File: src/rtl/fifo_wr_arbiter_if.sv
// Producer/FIFO side signals of the FIFO write-port arbiter.
// slave: the arbiter. master: producers plus FIFO (or a bench standing in for them).
interface fifo_wr_arbiter_if #(
  parameter int unsigned K = 8,
  parameter int unsigned R = 2
);
  logic [R-1:0]   req;
  logic [R*K-1:0] din_bus;
  logic [R-1:0]   ack;
  logic [R-1:0]   grant;
  logic           fifo_full;
  logic           fifo_write;
  logic [K-1:0]   fifo_din;

  modport master (
    output req, din_bus, fifo_full,
    input  ack, grant, fifo_write, fifo_din
  );

  modport slave (
    input  req, din_bus, fifo_full,
    output ack, grant, fifo_write, fifo_din
  );
endinterface

File: src/rtl/fifo_wr_arbiter.sv
// Round-robin arbiter sharing one FIFO write port between R producers.
// A grant lasts for up to BURST words and is dropped early when the owner stops requesting.
// Writes are gated by fifo_full; a full FIFO stalls the owner without timeout.
// Optional feature: define ARB_STALL_CNT_EN to add a saturating 16-bit stall_cnt output
// counting cycles in which the owner requests but the FIFO is full.
module fifo_wr_arbiter #(
  parameter int unsigned K     = 8,
  parameter int unsigned R     = 2,
  parameter int unsigned BURST = 4
) (
  input  logic              clk,
  input  logic              rst,
  fifo_wr_arbiter_if.slave  bus
`ifdef ARB_STALL_CNT_EN
  ,
  output logic [15:0]       stall_cnt
`endif
);

  localparam int unsigned IdxW = (R > 1) ? $clog2(R) : 1;
  localparam int unsigned CntW = $clog2(BURST + 1);

  typedef enum logic [0:0] {StIdle, StGrant} state_e;

  state_e          state_q, state_d;
  logic [R-1:0]    grant_q, grant_d;
  logic [IdxW-1:0] rr_ptr_q, rr_ptr_d;
  logic [IdxW-1:0] owner_q, owner_d;
  logic [CntW-1:0] cnt_q, cnt_d;

  logic            pick_valid;
  logic [IdxW-1:0] pick_idx;
  logic [IdxW-1:0] scan_idx;
  logic            owner_req;
  logic [K-1:0]    owner_din;
  logic            write_en;

  // Round-robin pick: first requester starting at rr_ptr, wrapping modulo R.
  always_comb begin
    pick_valid = 1'b0;
    pick_idx   = '0;
    scan_idx   = '0;
    for (int unsigned k = 0; k < R; k++) begin
      scan_idx = IdxW'((32'(rr_ptr_q) + k) % R);
      if (!pick_valid && bus.req[scan_idx]) begin
        pick_valid = 1'b1;
        pick_idx   = scan_idx;
      end
    end
  end

  // Owner's request bit and data slice.
  always_comb begin
    owner_req = bus.req[owner_q];
    owner_din = '0;
    for (int unsigned i = 0; i < R; i++) begin
      if (owner_q == IdxW'(i)) begin
        owner_din = bus.din_bus[i*K +: K];
      end
    end
  end

  // Next-state logic and combinational write-port outputs.
  always_comb begin
    state_d        = state_q;
    grant_d        = grant_q;
    rr_ptr_d       = rr_ptr_q;
    owner_d        = owner_q;
    cnt_d          = cnt_q;
    write_en       = 1'b0;
    bus.ack        = '0;
    bus.fifo_write = 1'b0;
    bus.fifo_din   = '0;
    unique case (state_q)
      StIdle: begin
        if (pick_valid) begin
          state_d = StGrant;
          owner_d = pick_idx;
          grant_d = R'(1) << pick_idx;
          cnt_d   = '0;
        end
      end
      StGrant: begin
        write_en       = owner_req & ~bus.fifo_full;
        bus.fifo_write = write_en;
        bus.fifo_din   = owner_din;
        if (write_en) begin
          bus.ack = R'(1) << owner_q;
          cnt_d   = cnt_q + CntW'(1);
        end
        // Full FIFO with a live request is a stall, not a release.
        if (!owner_req || (write_en && (cnt_d == CntW'(BURST)))) begin
          state_d  = StIdle;
          grant_d  = '0;
          rr_ptr_d = (owner_q == IdxW'(R - 1)) ? '0 : owner_q + IdxW'(1);
        end
      end
      default: state_d = StIdle;
    endcase
  end

  assign bus.grant = grant_q;

  // State registers, asynchronous active-high reset.
  always_ff @(posedge clk or posedge rst) begin
    if (rst) begin
      state_q  <= StIdle;
      grant_q  <= '0;
      rr_ptr_q <= '0;
      owner_q  <= '0;
      cnt_q    <= '0;
    end else begin
      state_q  <= state_d;
      grant_q  <= grant_d;
      rr_ptr_q <= rr_ptr_d;
      owner_q  <= owner_d;
      cnt_q    <= cnt_d;
    end
  end

`ifdef ARB_STALL_CNT_EN
  logic [15:0] stall_cnt_q;

  // Count owner-stalled-by-full cycles, saturating at all-ones.
  always_ff @(posedge clk or posedge rst) begin
    if (rst) begin
      stall_cnt_q <= '0;
    end else if ((state_q == StGrant) && owner_req && bus.fifo_full &&
                 (stall_cnt_q != 16'hFFFF)) begin
      stall_cnt_q <= stall_cnt_q + 16'd1;
    end
  end

  assign stall_cnt = stall_cnt_q;
`endif

endmodule
File: src/flat_wrapper.sv
// flat-port wrapper written by rule: the top's interface ports become plain ports
module fifo_wr_arbiter_flat 
#(
  parameter int unsigned K     = 8,
  parameter int unsigned R     = 2,
  parameter int unsigned BURST = 4
)
  (clk, rst, bus_req, bus_din_bus, bus_fifo_full, bus_ack, bus_grant, bus_fifo_write, bus_fifo_din);
  fifo_wr_arbiter_if #(.K(K), .R(R)) bus_i ();
  input  logic clk;
  input  logic rst;
  input wire logic [$bits(bus_i.req)-1:0] bus_req;
  input wire logic [$bits(bus_i.din_bus)-1:0] bus_din_bus;
  input wire logic [$bits(bus_i.fifo_full)-1:0] bus_fifo_full;
  output wire logic [$bits(bus_i.ack)-1:0] bus_ack;
  output wire logic [$bits(bus_i.grant)-1:0] bus_grant;
  output wire logic [$bits(bus_i.fifo_write)-1:0] bus_fifo_write;
  output wire logic [$bits(bus_i.fifo_din)-1:0] bus_fifo_din;
  assign bus_i.req = bus_req;
  assign bus_i.din_bus = bus_din_bus;
  assign bus_i.fifo_full = bus_fifo_full;
  assign bus_ack = bus_i.ack;
  assign bus_grant = bus_i.grant;
  assign bus_fifo_write = bus_i.fifo_write;
  assign bus_fifo_din = bus_i.fifo_din;
  fifo_wr_arbiter #(.K(K), .R(R), .BURST(BURST)) u_core (.clk(clk), .rst(rst), .bus(bus_i));
endmodule
File: config.mk
export PLATFORM = sky130hd
export DESIGN_NAME = fifo_wr_arbiter_flat
export DESIGN_NICKNAME = d
export VERILOG_FILES = /design/src/rtl/fifo_wr_arbiter_if.sv /design/src/rtl/fifo_wr_arbiter.sv /design/src/flat_wrapper.sv
export SDC_FILE = /design/constraint.sdc
export NUM_CORES = 1
export LEC_CHECK = 0
export BUFFER_PORTS_ARGS = -buffer_cell sky130_fd_sc_hd__buf_4
export CAP_MARGIN = 10
export CORE_MARGIN = 10
export CORE_UTILIZATION = 25
export CTS_BUF_LIST = sky130_fd_sc_hd__clkbuf_8
export DETAILED_ROUTE_END_ITERATION = 8
export GPL_TIMING_DRIVEN = 0
export MAX_ROUTING_LAYER = met4
export PLACE_DENSITY = 0.61
export SYNTH_ARGS = -nofsm -noshare
export SYNTH_HDL_FRONTEND = slang
export SYNTH_SLANG_ARGS = --single-unit
File: constraint.sdc
create_clock -name clk -period 1.7 [get_ports clk]
set_clock_uncertainty 0.15 [all_clocks]
set_input_delay 0 -clock clk [delete_from_list [all_inputs] [get_ports clk]]
set_output_delay 0 -clock clk [all_outputs]
set_load 0.005 [all_outputs]
; Word-level counts from Yosys, hierarchy flattened
; Cells that the tools add are included.
[word_totals]
ff_bits = 8
out_inout_bits = 13
word_cells = 53
[classes]
addsub = 3
magnitude_cmp = 3
n_eq_ne = 3
shifts = 2
muxes = 26
bitwise_logic = 3
reduce_logical = 8
[ops]
columns = op, count
row1 = 2-to-1 mux 8 bit, 2
row2 = 2-to-1 mux 1 bit, 14
row3 = 2-to-1 mux 3 bit, 3
row4 = 2-to-1 mux 2 bit, 4
row5 = "less-than comparator 1 x 2 -> 1 bit, second input constant", 3
row6 = one-hot mux 3 bit (2 select lines), 1
row7 = AND reduction 2 bit, 3
row8 = one-hot mux 2 bit (2 select lines), 1
row9 = "left shift 1 x 1 -> 2 bit, first input constant", 2
row10 = "adder 3 x 1 -> 3 bit, second input constant", 1
row11 = "== test 3 bit, second input constant", 1
row12 = "adder 1 bit, second input constant", 2
row13 = logical AND 1 bit, 2
row14 = logical NOT 1 bit, 2
row15 = "inequality test 2 x 1 -> 1 bit, second input constant", 1
row16 = "inequality test 2 bit, second input constant", 1
row17 = NOT 1 bit, 2
row18 = one-hot mux 1 bit (2 select lines), 1
row19 = bitwise AND 1 bit, 1
row20 = logical OR 1 bit, 1

; Logic depth before layout (Yosys ltp)
; Gate-level depths: netlist (run 1).
[logic_depth]
depth_word = 10
depth_mapped = 5

; Least setup slack after synthesis (run 1)
; No wires, ideal clock.
[synth_timing]
kind = reg2reg
from = register u_core.cnt_q[0]
to = register u_core.grant_q[0] (netlist: u_core.bus.grant[0])
setup_time_ns = 0.138
arrival_time_ns = 1.393
required_time_ns = 1.412
setup_slack_ns = 0.019
path_stages_with_launch = 5
path_buffers = 0
synth_period_minus_slack_ns = 1.681
path_cell_list = dfrtp_1 ha_1 or3b_4 o21ai_0 a221oi_1
[synth_via]
elab_chain_cells = 8
[synth_rtl]
columns = item, line_no
row1 = "start, declared", fifo_wr_arbiter.sv:29  ; logic [CntW-1:0] cnt_q, cnt_d;
row2 = "start signal, assigned", fifo_wr_arbiter.sv:117  ; cnt_q <= cnt_d;
row3 = adder 3 x 1 -> 3 bit, fifo_wr_arbiter.sv:89  ; cnt_d = cnt_q + CntW'(1);
row4 = 2-to-1 mux 3 bit *, fifo_wr_arbiter.sv:87  ; if (write_en) begin
row5 = 2-to-1 mux 3 bit *, fifo_wr_arbiter.sv:74  ; unique case (state_q)
row6 = == test 3 bit *, fifo_wr_arbiter.sv:92  ; if (!owner_req || (write_en && (cnt_d == CntW'(BURST)))) begin
row7 = logical AND 1 bit *, fifo_wr_arbiter.sv:92
row8 = logical OR 1 bit *, fifo_wr_arbiter.sv:92
row9 = inequality test 2 bit (no line) *, -
row10 = AND reduction 2 bit (no line) *, -
row11 = "end signal, assigned", fifo_wr_arbiter.sv:114  ; grant_q <= grant_d;
row12 = "end, declared", fifo_wr_arbiter.sv:26  ; logic [R-1:0] grant_q, grant_d;
; Mark *: on every way between the ends. The rest lies on a longest branch, timed or not. The select of a mux whose other input is x is not followed.
; A chain may end at the register's enable or synchronous reset.

; Worst setup path after layout (run 1)
[layout_timing]
from = register u_core.cnt_q[0]
to = register u_core.rr_ptr_q
[layout_via]
elab_chain_cells = 7
[layout_rtl]
columns = item, line_no
row1 = adder 3 x 1 -> 3 bit, fifo_wr_arbiter.sv:89
row2 = 2-to-1 mux 3 bit *, fifo_wr_arbiter.sv:87
row3 = 2-to-1 mux 3 bit *, fifo_wr_arbiter.sv:74
row4 = == test 3 bit *, fifo_wr_arbiter.sv:92
row5 = logical AND 1 bit *, fifo_wr_arbiter.sv:92
row6 = logical OR 1 bit *, fifo_wr_arbiter.sv:92
row7 = AND reduction 2 bit (no line) *, -
row8 = "end signal, assigned", fifo_wr_arbiter.sv:115  ; rr_ptr_q <= rr_ptr_d;
row9 = "end, declared", fifo_wr_arbiter.sv:27  ; logic [IdxW-1:0] rr_ptr_q, rr_ptr_d;
; Marks and branches as above.

==> run summary, run 1 <==
Synth Area in Compound Gates: 0.1603
Final nets: 132
HPWL Detailed: 1514 um
antenna cells: 0
Mapped Area: 593.1 um^2
Worst EP arrival: 1720 ps
routability congestion estimate: 0.8067
Synth Warn #: 0
final setup fails: 1
DRT antenna net count: 0
flop-to-flop setup slack: -40 ps
Pre-Repair DR Iteration Count: 5
r2r worst-path depth: 4
failing checks: negative setup slack
core area: 2233 um^2
crit-path cells: ha_1 > or3b_4 > o21a_1 > o311ai_1
register area share after synthesis: 0.3376
CTS Root Cell: clkbuf_8
clk buf depth: 2
area share of the largest cell type after synthesis: 0.3376
clock network fraction of design power: 0.179
largest family of logic cells by synthesized area: simple AND/OR/NAND/NOR gates
Worst setup EP type: flip-flop
simple-gate share of the synthesized area: 0.2068
Synth Area in Adders: 0.02110
Switch Pwr: 0.4849 mW
Avg WL per Cell: 14.04 um
Mapped Cells: 67
mux cell area share after synthesis: 0.1878
final worst-path cycle share: 1.022
# clock sinks: 8
Post-synth EDFFs: 0
Clock Latency Late Sink: 230 ps
Netlist cell types: 28
vias: 667
grt met1 use: 0.1131
maximum VDD drop: 0.0005470 V
GRT met3 Usage: 0.04670
Synth area leader: dfrtp_1
Startpoint Class: flip-flop
commonest cells after routing, fill and taps aside: 36 x buf_4, 10 x mux2i_1, 10 x nor2_1
most common cell after layout, fill and taps aside: buf_4
RSZ-0062 raised after global routing: yes
combinational power share: 0.587
Synth area leaders: dfrtp_1 34%, mux2i_1 17%, nor2_1 6.3%
area added between synthesis and finish: 62.87%
Slew @ Worst Pin: 432.8 ps
sw frac: 0.3665
Ports: 34
DRT Wirelength: 1910 um
syn nets: 89
global-route wire length before repair: 3229 um
FF-to-FF Start: u_core.cnt_q[0]
Hold Fails Final Rpt: 0
max-cap violations: 0
met2 GRT Util: 0.1244
Final Max Slew Viols: 0
DRC: 0
Crit Path Max Fanout: 3
capturing point of the worst reg2reg path: u_core.rr_ptr_q
initial core utilization: 0.2655
crit path kind: flip-flop to flip-flop
GR Util All Layers: 0.09420
syn_area_per_cell: 8.852 um^2
max incr delay on CP: 390 ps
CTS clk-pin slew, worst paths: 40 ps
largest net degree at the start of global routing: 11
asr flop ratio synth: 1.000
CTS tree: yes
Flop pwr share: 0.234
hold crit path type: primary input to asynchronous set/reset pin
P per Cell Area: 1370 nW/um^2
GRT Max-Usage Layer: met2
full die area: 4720 um^2
Finished Core Util: 0.4325
Internal Power: 0.8383 mW
H-tree depth: 1
placed standard-cell area: 875.8 um^2
maximum clock frequency: 575.5 MHz
total power: 1.323 mW
initial antenna violation count: 0
Yosys reg bits: 8
Num CTS Buffers: 3
post-synthesis xor/xnor area fraction: 0.01477
status: finished with violations
ys flop type: dfrtp_1
Congestion Overflow GR: 0
Static Leakage: 0.4943 nW
min Tclk post-route: 1737 ps
Rel. slew slack: 0.7093
initial detailed-routing violation count: 8
row cnt: 17
CP required: 1680 ps
DR vias/cell: 4.904
filler cell count: 235
multi-input logic area: 350.3 um^2
Final WS setup: -37.48 ps
final instance area: 965.9 um^2
register area: 200.2 um^2
Crit-path slowest cell: or3b_4
vias in the first global route: 709
Die Width: 68.71 um
DIE HEIGHT: 68.71 um
layout cell share with drive strength beyond 1: 0.4074
port bufs: 33
[flip-flops by register name (all words and copies together), names as in the netlist]
name / count
u_core.state_q: 1
u_core.cnt_q: 3
u_core.bus.grant: 2
u_core.owner_q: 1
u_core.rr_ptr_q: 1
[how the worst max path moves through the flow]
stage	from	endpoint	slack, ps	cells after the start
floorplan	u_core.cnt_q[0]	u_core.bus.grant[0]	20	4
global route	u_core.cnt_q[0]	u_core.rr_ptr_q	-110	4
detailed placement	u_core.cnt_q[0]	u_core.state_q	-130	4
finish	u_core.cnt_q[0]	u_core.rr_ptr_q	-40	4
global placement	u_core.cnt_q[0]	u_core.bus.grant[0]	-130	4
CTS	u_core.cnt_q[0]	u_core.rr_ptr_q	-40	4
[logic make-up after synthesis]
| family | count (synthesis) |
|---|---|
| flops | 8 |
| xor+xnor | 1 |
| buf+inv | 9 |
| mux | 11 |
| fa+ha+maj | 1 |
| compound gates | 14 |
| simple gates | 23 |
[layer usage]
| metal | vias up | wire length [um] |
|---|---|---|
| li1 | 322 | - |
| met3 | 5 | 188 |
| met2 | 39 | 768 |
| met1 | 301 | 907 |
| met4 | 0 | 46 |
| met5 | - | 0 |
[timing repair]
| action | in CTS | in global routing |
|---|---|---|
| setup buffers | 1 | 0 |
| gates resized for setup | 1 | 2 |
| endpoints found under the hold margin | 13 | 0 |
| pin swaps | 0 | 0 |
| hold buffers | 4 | 0 |
| setup endpoints to repair | 4 | 12 |
[synth_stat cells (2+ instances only)]
library cell  instances
mux2i_1              10
nor2_1               10
dfrtp_1               8
inv_1                 5
o21ai_0               4
nand2b_1              3
nand3_1               3
a21oi_1               2
and3_1                2
buf_4                 2
[worst max-delay path, delay by kind of cell, from the launching register on]
| family | cells | cell delay (ps) |
|---|---|---|
| compound gates | 2 | 410 |
| fa+ha+maj | 1 | 310 |
| flops | 1 | 380 |
| simple gates | 1 | 390 |
[through the flow]
step                setup TNS (ps)  worst slack [ps]  hold WS, ps  instances
CTS                         -44.27            -42.68        144.2        136
finish                      -37.48            -37.48        122.7        136
detailed placement          -423.2            -130.4       -170.4        128
global route                -350.2            -109.5        160.1        136
floorplan                        0             18.78       -334.3         67
global placement            -370.2            -127.8       -168.6        128
[area by class of cell]
type | count | area share
Multi-Input combinational cell | 50 | 0.3627
Tap cell | 28 | 0.03627
Sequential cell | 8 | 0.2073
Inverter | 5 | 0.01943
Timing Repair Buffer | 38 | 0.3057
Buffer | 4 | 0.02591
Clock buffer | 3 | 0.04275
[power by group through the flow]
stage               combinational [mW]  clock [mW]  sequential, mW
floorplan                        0.454           0           0.309
global placement                 0.742           0           0.315
detailed placement               0.750           0           0.318
CTS                              0.784       0.237           0.312
global route                     0.873       0.245           0.323
finish                           0.777       0.237           0.309
Power figures use the tool's default switching activity.
==> run 2: changes to the inputs <==
Settings changed: BUFFER_PORTS_ARGS -buffer_cell sky130_fd_sc_hd__buf_4 to -buffer_cell sky130_fd_sc_hd__buf_2, CORE_UTILIZATION 25 to 40, PLACE_DENSITY 0.61 to 0.86.
==> run 2 against run 1 <==
The run now ends clean. Via count shrank 2.7%. Flip-flop and latch count unchanged. Cell count is 11% lower. Power fell by 4.1%. First-iteration DRC count rose to 3.4 times the previous value. Count of clock-buffer cells in the layout did not move. Critical endpoint unchanged.
==> run summary, run 2 (synthesized netlist as in run 1, its figures left out) <==
Num CTS Buffers: 3 (unchanged)
max incr delay on CP: 410 ps (was 390 ps)
vias in the first global route: 621 (was 709)
Finished Core Util: 0.6469 (was 0.4325)
# clock sinks: 8 (unchanged)
DRT Wirelength: 1898 um (was 1910 um)
min Tclk post-route: 1688 ps (was 1737 ps)
Slew @ Worst Pin: 358.2 ps (was 432.8 ps)
DRT antenna net count: 0 (unchanged)
row cnt: 13 (was 17)
setup tns final: 0 ps (was -37.48 ps)
RSZ-0062 raised after global routing: yes (unchanged)
vias: 649 (was 667)
CTS tree: yes (unchanged)
DR vias/cell: 5.364 (was 4.904)
Congestion Overflow GR: 0 (unchanged)
status: finished, final reports clean (was finished with violations)
core area: 1350 um^2 (was 2233 um^2)
initial antenna violation count: 0 (unchanged)
HPWL Detailed: 1549 um (was 1514 um)
H-tree depth: 1 (unchanged)
Worst EP arrival: 1660 ps (was 1720 ps)
initial detailed-routing violation count: 27 (was 8)
Worst setup EP type: flip-flop (unchanged)
routability congestion estimate: 0.7516 (was 0.8067)
total power: 1.269 mW (was 1.323 mW)
hold crit path type: primary input to flip-flop (was primary input to asynchronous set/reset pin)
P per Cell Area: 1453 nW/um^2 (was 1370 nW/um^2)
final setup fails: 0 (was 1)
Final nets: 130 (was 132)
Clock Latency Late Sink: 220 ps (was 230 ps)
filler cell count: 108 (was 235)
Hold Fails Final Rpt: 0 (unchanged)
Placed Cells: 115 (was 128)
Static Leakage: 0.4633 nW (was 0.4943 nW)
Crit-path slowest cell: dfrtp_1 (was or3b_4)
CP required: 1670 ps (was 1680 ps)
Startpoint Class: flip-flop (unchanged)
commonest cells after routing, fill and taps aside: 34 x buf_2, 10 x mux2i_1, 10 x nor2_1 (was 36 x buf_4, 10 x mux2i_1, 10 x nor2_1)
Crit Path Max Fanout: 3 (unchanged)
max reg flops: 3 (unchanged)
max-cap violations: 0 (unchanged)
CTS Root Cell: clkbuf_8 (unchanged)
post-CTS setup buffers: 0 (was 1)
antenna cells: 0 (unchanged)
Pre-Repair DR Iteration Count: 4 (was 5)
GR Util All Layers: 0.1105 (was 0.09420)
full die area: 3423 um^2 (was 4720 um^2)
area added between synthesis and finish: 47.26% (was 62.87%)
layout cell share with drive strength beyond 1: 0.4340 (was 0.4074)
crit-path cells: ha_4 > or3b_4 > o21a_1 > o311ai_2 (was ha_1 > or3b_4 > o21a_1 > o311ai_1)
Rel. slew slack: 0.7594 (was 0.7093)
initial core utilization: 0.4393 (was 0.2655)
clk buf depth: 2 (unchanged)
Ports: 34 (unchanged)
global-route wire length before repair: 2925 um (was 3229 um)
maximum VDD drop: 0.001008 V (was 0.0005470 V)
non-filler cells, final: 121 (was 136)
Avg WL per Cell: 15.69 um (was 14.04 um)
Biggest register: u_core.cnt_q (unchanged)
largest net degree at the start of global routing: 11 (unchanged)
CTS clk-pin slew, worst paths: 40 ps (about the same)
DRC: 0 (unchanged)
most common cell after layout, fill and taps aside: buf_2 (was buf_4)
maximum clock frequency: 592.6 MHz (was 575.5 MHz)
Final Max Slew Viols: 0 (unchanged)
port bufs: 33 (unchanged)
final worst-path cycle share: 0.9927 (was 1.022)
Die Width: 58.51 um (was 68.71 um)
DIE HEIGHT: 58.51 um (was 68.71 um)
crit path kind: flip-flop to flip-flop (unchanged)
run 2: cell type report:
class | count | area, um^2 | area share
Buffer | 4 | 25.02 | 0.02865
Clock buffer | 3 | 41.29 | 0.04728
Inverter | 5 | 18.77 | 0.02149
Multi-Input combinational cell | 50 | 374.1 | 0.4284
Sequential cell | 8 | 200.2 | 0.2292
Tap cell | 15 | 18.77 | 0.02149
Timing Repair Buffer | 36 | 195.2 | 0.2235
run 2: path summary, 6_finish.rpt:
path	start	to	slack [ps]	cells past startpoint
worst max-delay path	u_core.cnt_q[1]	u_core.rr_ptr_q	10	4
worst min-delay path	bus_req[0]	u_core.bus.grant[0]	20	3
worst max register to register	u_core.cnt_q[1]	u_core.rr_ptr_q	10	4
worst min register to register	u_core.cnt_q[0]	u_core.cnt_q[0]	410	1
max in group asynchronous	rst	u_core.cnt_q[1]	1070	3
min in group asynchronous	rst	u_core.state_q	110	3
run 2: per-stage QoR:
step	area (um^2)	setup WS, ps	hold WS, ps
after floorplan	593.1	18.78	-334.3
after global placement	777.0	-143.0	-197.3
after detailed placement	777.0	-212.4	-190.2
after CTS	860.8	-23.73	10.72
after global routing	873.3	-40.07	67.52
final	873.3	12.47	21.80
run 2: what timing repair did:
action / in CTS / in global routing
endpoints found under the hold margin: 11 / 0
cloned: 0 / 0
hold buffers: 3 / 0
gates resized for setup: 2 / 4
pin swaps: 1 / 0
endpoints found under the setup margin: 4 / 9
run 2: power breakdown:
part / internal [mW] / leakage (nW) / switching, mW
sequential: 0.269 / 0.0992 / 0.0579
clock: 0.153 / 0.0216 / 0.0703
combinational: 0.352 / 0.343 / 0.367
run 2: worst max-delay path, delay by kind of cell (launching register included):
family / cells / cell delay (ps)
AND/OR/NAND/NOR: 1 / 380
flip-flops: 1 / 410
AO/OA/AOI/OAI: 2 / 400
adder cells (fa/ha/maj): 1 / 250
run 2: layer usage:
metal	share of wire	track usage
met3	0.051	0.02575
met1	0.39	0.1206
met2	0.54	0.1806
met4	0.019	0.06040
met5	0	-
